File: src/rtl/dmem_arbiter.sv
// dmem_arbiter: shares the single 256-bit dmem port between requester 0 (SIMD load/store unit)
// and requester 1 (DMA/debug scanner).
// - IDLE arbitration is round-robin; a granted transaction with lock=1 keeps ownership so the
//   owner can run back-to-back sequences such as read-modify-write.
// - The RAM side is registered: a transaction granted in cycle T appears on ram_* in T+1.
// - A READ_LATENCY-deep {valid, id} tracker steers ram_rdata back to the requester that issued
//   the read. rvalid pulses in T+1+READ_LATENCY.
// Build option: define DMEM_ARB_FIXED_PRIO_EN to make IDLE arbitration fixed priority, with r0
// always winning. The round-robin pointer is then not built.
module dmem_arbiter #(
    parameter int unsigned ADDR_W       = 14,
    parameter int unsigned DATA_W       = 256,
    parameter int unsigned BE_W         = 32,
    parameter int unsigned READ_LATENCY = 2
) (
    input  logic              clk,
    input  logic              reset,
    // requester 0
    input  logic              r0_req,
    input  logic              r0_we,
    input  logic              r0_lock,
    input  logic [ADDR_W-1:0] r0_addr,
    input  logic [BE_W-1:0]   r0_be,
    input  logic [DATA_W-1:0] r0_wdata,
    output logic              r0_gnt,
    output logic              r0_rvalid,
    output logic [DATA_W-1:0] r0_rdata,
    // requester 1
    input  logic              r1_req,
    input  logic              r1_we,
    input  logic              r1_lock,
    input  logic [ADDR_W-1:0] r1_addr,
    input  logic [BE_W-1:0]   r1_be,
    input  logic [DATA_W-1:0] r1_wdata,
    output logic              r1_gnt,
    output logic              r1_rvalid,
    output logic [DATA_W-1:0] r1_rdata,
    // dmem side
    output logic [ADDR_W-1:0] ram_address,
    output logic [BE_W-1:0]   ram_byteena,
    output logic [DATA_W-1:0] ram_wdata,
    output logic              ram_rden,
    output logic              ram_wren,
    input  logic [DATA_W-1:0] ram_rdata,
    output logic              busy
);

    typedef enum logic [1:0] {
        StIdle = 2'd0,
        StOwn0 = 2'd1,
        StOwn1 = 2'd2
    } state_e;

    state_e              r_state;
    state_e              w_state_next;

    logic                w_gnt0;
    logic                w_gnt1;
    logic                w_gnt_any;
    logic                w_sel_we;
    logic [ADDR_W-1:0]   w_sel_addr;
    logic [BE_W-1:0]     w_sel_be;
    logic [DATA_W-1:0]   w_sel_wdata;

    logic [ADDR_W-1:0]   r_ram_address;
    logic [BE_W-1:0]     r_ram_byteena;
    logic [DATA_W-1:0]   r_ram_wdata;
    logic                r_ram_rden;
    logic                r_ram_wren;

    // r_issue_id is the requester id paired with r_ram_rden (the read currently on the RAM port)
    logic                    r_issue_id;
    logic [READ_LATENCY-1:0] r_trk_vld;
    logic [READ_LATENCY-1:0] r_trk_id;

    logic                w_rv0;
    logic                w_rv1;
    logic [DATA_W-1:0]   r_rdata0;
    logic [DATA_W-1:0]   r_rdata1;

`ifndef DMEM_ARB_FIXED_PRIO_EN
    // r_rr = 1 means r1 wins the next IDLE contention
    logic                r_rr;
    logic                w_contend;

    assign w_contend = (r_state == StIdle) & r0_req & r1_req;

    // Round-robin pointer: flips each time an IDLE contention is resolved
    always_ff @(posedge clk or negedge reset) begin
        if (!reset) begin
            r_rr <= 1'b0;
        end else if (w_contend) begin
            r_rr <= ~r_rr;
        end
    end
`endif

    // FSM state register
    always_ff @(posedge clk or negedge reset) begin
        if (!reset) begin
            r_state <= StIdle;
        end else begin
            r_state <= w_state_next;
        end
    end

    // FSM next state: a grant decides ownership from its lock bit; an owner that stops
    // requesting hands back to IDLE without a grant that cycle
    always_comb begin
        w_state_next = r_state;
        if (w_gnt0) begin
            w_state_next = r0_lock ? StOwn0 : StIdle;
        end else if (w_gnt1) begin
            w_state_next = r1_lock ? StOwn1 : StIdle;
        end else begin
            w_state_next = StIdle;
        end
    end

    // FSM outputs: combinational grants, at most one per cycle
    always_comb begin
        w_gnt0 = 1'b0;
        w_gnt1 = 1'b0;
        case (r_state)
            StIdle: begin
                if (r0_req && r1_req) begin
`ifdef DMEM_ARB_FIXED_PRIO_EN
                    w_gnt0 = 1'b1;
`else
                    w_gnt0 = ~r_rr;
                    w_gnt1 = r_rr;
`endif
                end else begin
                    w_gnt0 = r0_req;
                    w_gnt1 = r1_req;
                end
            end
            StOwn0:  w_gnt0 = r0_req;
            StOwn1:  w_gnt1 = r1_req;
            default: begin
                w_gnt0 = 1'b0;
                w_gnt1 = 1'b0;
            end
        endcase
    end

    assign r0_gnt    = w_gnt0;
    assign r1_gnt    = w_gnt1;
    assign w_gnt_any = w_gnt0 | w_gnt1;

    // Steer the granted requester's transaction towards the RAM registers
    always_comb begin
        if (w_gnt1) begin
            w_sel_we    = r1_we;
            w_sel_addr  = r1_addr;
            w_sel_be    = r1_be;
            w_sel_wdata = r1_wdata;
        end else begin
            w_sel_we    = r0_we;
            w_sel_addr  = r0_addr;
            w_sel_be    = r0_be;
            w_sel_wdata = r0_wdata;
        end
    end

    // RAM-side register: strobes every cycle, address/data only on a grant so they hold when idle
    always_ff @(posedge clk or negedge reset) begin
        if (!reset) begin
            r_ram_address <= '0;
            r_ram_byteena <= '0;
            r_ram_wdata   <= '0;
            r_ram_rden    <= 1'b0;
            r_ram_wren    <= 1'b0;
        end else begin
            r_ram_rden <= w_gnt_any & ~w_sel_we;
            r_ram_wren <= w_gnt_any & w_sel_we;
            if (w_gnt_any) begin
                r_ram_address <= w_sel_addr;
                r_ram_byteena <= w_sel_we ? w_sel_be : {BE_W{1'b1}};
                r_ram_wdata   <= w_sel_wdata;
            end
        end
    end

    assign ram_address = r_ram_address;
    assign ram_byteena = r_ram_byteena;
    assign ram_wdata   = r_ram_wdata;
    assign ram_rden    = r_ram_rden;
    assign ram_wren    = r_ram_wren;

    // Read tracker: the oldest stage lines up with ram_rdata being valid
    always_ff @(posedge clk or negedge reset) begin
        if (!reset) begin
            r_issue_id <= 1'b0;
            r_trk_vld  <= '0;
            r_trk_id   <= '0;
        end else begin
            r_issue_id   <= w_gnt1;
            r_trk_vld[0] <= r_ram_rden;
            r_trk_id[0]  <= r_issue_id;
            for (int unsigned i = 1; i < READ_LATENCY; i++) begin
                r_trk_vld[i] <= r_trk_vld[i-1];
                r_trk_id[i]  <= r_trk_id[i-1];
            end
        end
    end

    assign w_rv0 = r_trk_vld[READ_LATENCY-1] & ~r_trk_id[READ_LATENCY-1];
    assign w_rv1 = r_trk_vld[READ_LATENCY-1] & r_trk_id[READ_LATENCY-1];

    // Per-requester read data hold: keeps the last returned word until the next rvalid
    always_ff @(posedge clk or negedge reset) begin
        if (!reset) begin
            r_rdata0 <= '0;
            r_rdata1 <= '0;
        end else begin
            if (w_rv0) begin
                r_rdata0 <= ram_rdata;
            end
            if (w_rv1) begin
                r_rdata1 <= ram_rdata;
            end
        end
    end

    assign r0_rvalid = w_rv0;
    assign r1_rvalid = w_rv1;
    assign r0_rdata  = w_rv0 ? ram_rdata : r_rdata0;
    assign r1_rdata  = w_rv1 ? ram_rdata : r_rdata1;

    assign busy = (r_state != StIdle) | r_ram_rden | (|r_trk_vld);

endmodule

File: config.mk
export PLATFORM = sky130hd
export DESIGN_NAME = dmem_arbiter
export DESIGN_NICKNAME = d
export VERILOG_FILES = /design/src/rtl/dmem_arbiter.sv
export SDC_FILE = /design/constraint.sdc
export NUM_CORES = 1
export LEC_CHECK = 0
export ABC_AREA = 0
export BUFFER_PORTS_ARGS = -buffer_cell sky130_fd_sc_hd__buf_2
export CAP_MARGIN = 15
export CELL_PAD_IN_SITES_DETAIL_PLACEMENT = 0
export CELL_PAD_IN_SITES_GLOBAL_PLACEMENT = 2
export CORE_AREA = 2 2 665 667
export CTS_BUF_LIST = sky130_fd_sc_hd__clkbuf_8
export CTS_CLUSTER_DIAMETER = 80
export CTS_CLUSTER_SIZE = 16
export DETAILED_ROUTE_END_ITERATION = 12
export DIE_AREA = 0 0 667 669
export HOLD_SLACK_MARGIN = 0.1
export PLACE_DENSITY = 0.33
export SKIP_LAST_GASP = 1
export SYNTH_ARGS = -nofsm -noshare
export SYNTH_HDL_FRONTEND = slang
export SYNTH_SLANG_ARGS = --single-unit
File: constraint.sdc
create_clock -name clk -period 2.23 [get_ports clk]
set_input_delay 0.223 -clock clk [delete_from_list [all_inputs] [get_ports clk]]
set_output_delay 0.223 -clock clk [all_outputs]
set_load 0.005 [all_outputs]
Word-level counts from Yosys, hierarchy flattened
Index checks and enable logic that the tools add are counted.
Storage, ports and cells
  memories kept: 0
  bits in writable memories: 0
  memory bits (read-only): 0
  input port bits: 868
  register bits: 824
  bits in latches: 0
  output and inout port bits: 821
Operators by class
  $lt $le $gt $ge: 0
  shift operators: 0
  $add $sub $neg: 0
  equality and inequality tests: 2
  bitwise operators: 12
  muxes and demuxes: 15
  $mul: 0
  reductions and logical operators: 4
  div/mod/pow operators: 0
Operators by type and width (count)
  256-bit 2-to-1 mux: 3
  32-bit 2-to-1 mux: 2
  14-bit 2-to-1 mux: 1
  1-bit bitwise AND: 6
  2-bit 2-to-1 mux: 3
  1-bit 2-to-1 mux: 4
  1-bit one-hot mux with 2 select lines: 2
  1-bit NOT: 3
  1-bit bitwise OR: 3
  2-bit by 1-bit equality test with 1-bit output, second input constant: 1
  2-bit equality test, second input constant: 1
  2-bit logical NOT: 1
  2-bit nonzero test: 1
  2-bit OR reduction: 1
  1-bit logical AND: 1

Logic depth before layout (Yosys ltp)
  depth after elaboration: 6
  depth in mapped cells: 7
  mapped depth without buffers: 4

Least setup slack after synthesis
OpenSTA, ideal clock, no wires.
  path kind: reg-to-output
  start point: reg r_trk_vld[1]
  end point: out r1_rdata[246]
  slack: 0.622 ns
  data arrival time: 1.385 ns
  cell stages (with the launch flop): 6
  required time: 2.007 ns
  buffers on the path: 3
  cell sequence: dfrtp_1 and2_1 clkbuf_1 buf_2 buf_2 mux2_2
On the way
  longest elaborated chain between the ends: 2
RTL lines
  start, declared: RTL line 73  | logic [READ_LATENCY-1:0] r_trk_vld;
  start signal, assigned by index: RTL line 202  | r_trk_vld[i] <= r_trk_vld[i-1];
  1-bit bitwise AND: RTL line 209  | assign w_rv1 = r_trk_vld[READ_LATENCY-1] & r_trk_id[READ_LATENCY-1];
  named net r1_rvalid: RTL line 36  | output logic r1_rvalid,
  256-bit 2-to-1 mux: RTL line 229  | assign r1_rdata = w_rv1 ? ram_rdata : r_rdata1;
  end, declared: RTL line 37  | output logic [DATA_W-1:0] r1_rdata,
The timed path passes the listed nets, and every way through them passes these cells.

Worst setup path in the final report
  start point: reg r_trk_vld[1]
  end point: out r1_rdata[64]
On the way
  longest elaborated chain between the ends: 2
RTL lines (RTL line)
  1-bit bitwise AND: 209
  256-bit 2-to-1 mux: 229
Every way passes these cells.

==> results summary <==
The number of synthesis warnings came out at 0. The longest clock path from root to sink contains 4 buffers. The tightest hold path in the finished design has a slack of 0.214 ns. In this run the static leakage power is 31.6 nW. The first global-routing pass estimated 398000 um of wire. The source-to-sink clock delay at the later pin of the worst-skew pair came out at 1.01 ns. The maximum number of pins on one net before global-route repair is 109.

The slew at the pin with the worst max-slew slack is 0.610 ns. The post-DP HPWL came out at 252000 um. The number of endpoints failing setup at the final stage is 692. The share of synthesized area occupied by flip-flops and latches is 61.9%. The count of unique library cells instantiated by Yosys is 29.

Of the total synthesized cell area, the portion taken by AND, OR, NAND and NOR gates is 14.5%. From synthesis to final layout, the design area changed by 114%. Setup repair after global routing could not meet its margin everywhere. The number of antenna violations at the first check in global routing is 130.

Counting instances in the post-synthesis netlist gives the leading cell types as 824 x sky130_fd_sc_hd__dfrtp_1, 769 x sky130_fd_sc_hd__nand2_1, 270 x sky130_fd_sc_hd__or3_1, 256 x sky130_fd_sc_hd__mux2_2, 179 x sky130_fd_sc_hd__o221a_2. The highest attainable clock frequency is 354 MHz. The power after layout came out at 68.0 mW.

The areal power density over the cells is 955 nW/um^2. The clock tree synthesis step divided the H-tree into 3 levels. The area share of the largest cell type after synthesis came out at 61.9%. The critical path class is flip-flop to primary output. The post-detailed-route count of antenna-violating nets came out at 0. The share of synthesized registers carrying an async set or reset came out at 100%. The data required time at the worst endpoint is 2.01 ns.

The mean routed wirelength per cell came out at 26.1 um. The synthesized design contains 0 enable-type register cells. The synthesized netlist devotes 0.0263% of its cell area to XOR and XNOR gates. In the final design database the tool counted 7073 nets. The number of clock buffers inserted by TritonCTS came out at 106. The number of sinks handled by clock tree synthesis is 824. Clock-pin slew was measured on the worst setup and hold paths at 0.11 ns. The worst-case setup slack after placement is -0.0754 ns. Input and output buffers added on the ports amount to 1688. The final global-route overflow total came out at 0. The per-instance average area after synthesis came out at 12.1 um^2. The via count of the first global-routing pass is 39938. The tree is rooted in a sky130_fd_sc_hd__clkbuf_8. The DRC violation count after routing came out at 0. The max-slew violation count is 0.

TritonCTS built the clock tree. The worst setup path is launched from a flip-flop. The checks that failed: setup timing.

The maximum net fanout on the critical path is 15. The prevailing post-synth register cell is sky130_fd_sc_hd__dfrtp_1. The die outline area came out at 446000 um^2. The number of synthesized register bits came out at 824. The reg-to-reg setup timing slack is -0.30 ns. The I/O pin count came out at 1689. The synthesized cell area is 33300 um^2. The total length of routed wires is 317000 um. In the post-route analysis, the smallest setup slack over all paths is -0.596 ns. The post-synthesis adder-cell area fraction came out at 0%. The die is 667 um wide. The placeable core region came out at 440000 um^2. By area, the combinational part of the netlist is dominated by simple AND/OR/NAND/NOR gates. The routability-driven placement congestion ratio came out at 0.864.

The flow ran to the end, but the final reports show violations. The cell count after synthesis came out at 2760. The tightest min-delay check is of the input port to flip-flop type.

The initial standard-cell utilization of the core came out at 7.58%. The share of cell area taken by muxes after synthesis is 8.65%. The fraction of the cycle the final worst path needs came out at 127%. The total vias in the final route is 37312. The detailed-route vias per instance came out at 3.08.

The area fraction in compound gates after synthesis is 10.6%. The final worst clock skew came out at 0.102 ns. The arrival time reported for the critical path endpoint is 2.60 ns. The worst-case IR drop observed on VDD is 482 uV. The synthesized design spends more area on one cell type than any other, namely sky130_fd_sc_hd__dfrtp_1. The final-report hold violation count was 0. The total global-route track usage came out at 13.3%.

STA classifies the critical path endpoint as a primary output. The number of placement rows came out at 244. In this run, the number of DRC markers left after iteration 0 of detailed routing was 1677.

The cell with the most instances after synthesis is sky130_fd_sc_hd__dfrtp_1. The vertical extent of the die came out at 669 um. The number of max-cap violations is 0. The standard cell area after detailed placement is 49700 um^2. Ranked by total cell area, the synthesized netlist is headed by sky130_fd_sc_hd__dfrtp_1 62%, sky130_fd_sc_hd__nand2_1 8.7%, sky130_fd_sc_hd__mux2_2 8.6%. The worst-case headroom to the max-slew limit is 59.3%. The fraction of final layout cells with drive strength greater than 1 came out at 41.8%.

The detailed-routing iteration count for the pre-antenna-repair pass is 5. The cell area after layout came out at 71200 um^2. The clock period minus final worst setup slack came out at 2.83 ns. The synthesized netlist net count came out at 3628.
==> sequential cells by signal (all words and copies together), names as in the netlist, 2 cells and up <==
name and count:
r_state 2, ram_address 14, r_rdata1 256, r_rdata0 256
ram_byteena 32, r_trk_vld 2, r_trk_id 2, ram_wdata 256
==> metrics by stage <==
step	instances	TNS, ns	util, %
after global placement	10154	-0.128	11.3
final	12130	-276.18	16.2
after CTS	11994	-433.77	15.7
after global routing	12116	-420.78	16.2
after detailed placement	10154	-0.0754	11.3
after floorplan	2760	0	-
==> routing by layer <==
layer  track usage, %  share of wire [%]
met1             13.6                 35
met2             25.6                 54
met3             3.92                6.7
met4             4.29                3.7
met5                0              0.098
==> layout by cell type, fill, tap and decap left out, drive strengths merged, types with 21 or more instances in the layout <==
master       Yosys  final
dfrtp          824    824
nand2          769    769
or3            270    270
nor3            33     33
o221a          270    270
clkbuf         105    144
buf            116   1915
diode            0     61
clkinv           1     21
mux2           256    256
inv             65     97
a221oi          32     32
dlygate4sd3      0   1610
==> power by group <==
part           leakage [nW]  switching [mW]  internal (mW)
sequential             9.64            2.49           20.6
clock                  1.27            8.01           6.53
combinational          20.6            16.7           13.6
total                  31.6            27.2           40.7
==> layout make-up <==
type	instances	area, um^2
Fill cell	49870	368000
Sequential cell	824	20600
Timing Repair inverter	1	8.76
Inverter	66	264
Clock buffer	116	1600
Timing Repair Buffer	3556	28700
Clock inverter	75	915
Multi-Input combinational cell	1650	11700
Tap cell	5781	7230
Antenna cell	61	153
==> path summary, 6_finish.rpt <==
kind                                startpoint             end  depth (start not counted)
worst max-delay path              r_trk_vld[1]    r1_rdata[64]                          5
worst min-delay path            ram_rdata[202]   r_rdata1[202]                          3
worst max register to register      r_state[0]  ram_wdata[223]                          8
worst min register to register     r_trk_id[0]     r_trk_id[1]                          0
max in group asynchronous                reset    r_rdata1[35]                          7
min in group asynchronous                reset  ram_wdata[182]                          4
==> timing repair <==
item	4_1_cts	5_1_grt
gates resized for setup	60	183
buffers inserted	31	45
endpoints found under the hold margin	1643	0
hold buffers	1611	0
setup endpoints to repair	539	804
cloned	8	32
pin swaps	2	14
==> worst max-delay path, stage by stage (launching register included) <==
cell and delay, ns:
sky130_fd_sc_hd__dfrtp_2 0.40, sky130_fd_sc_hd__and2_4 0.23, sky130_fd_sc_hd__buf_12 0.19, sky130_fd_sc_hd__clkbuf_16 0.24, sky130_fd_sc_hd__mux2_2 0.35, sky130_fd_sc_hd__buf_2 0.14
==> kinds of logic (layout without fill, tap and decap cells) <==
group,Yosys count,count (layout)
AOI/OAI and AO/OA,305,305
xor gates and xnor gates,1,1
buffers and inverters,287,3814
DFF,824,824
muxes,256,256
other,0,61
and+or+nand+nor,1087,1088
Note: power is estimated with default switching activity, not from simulation.
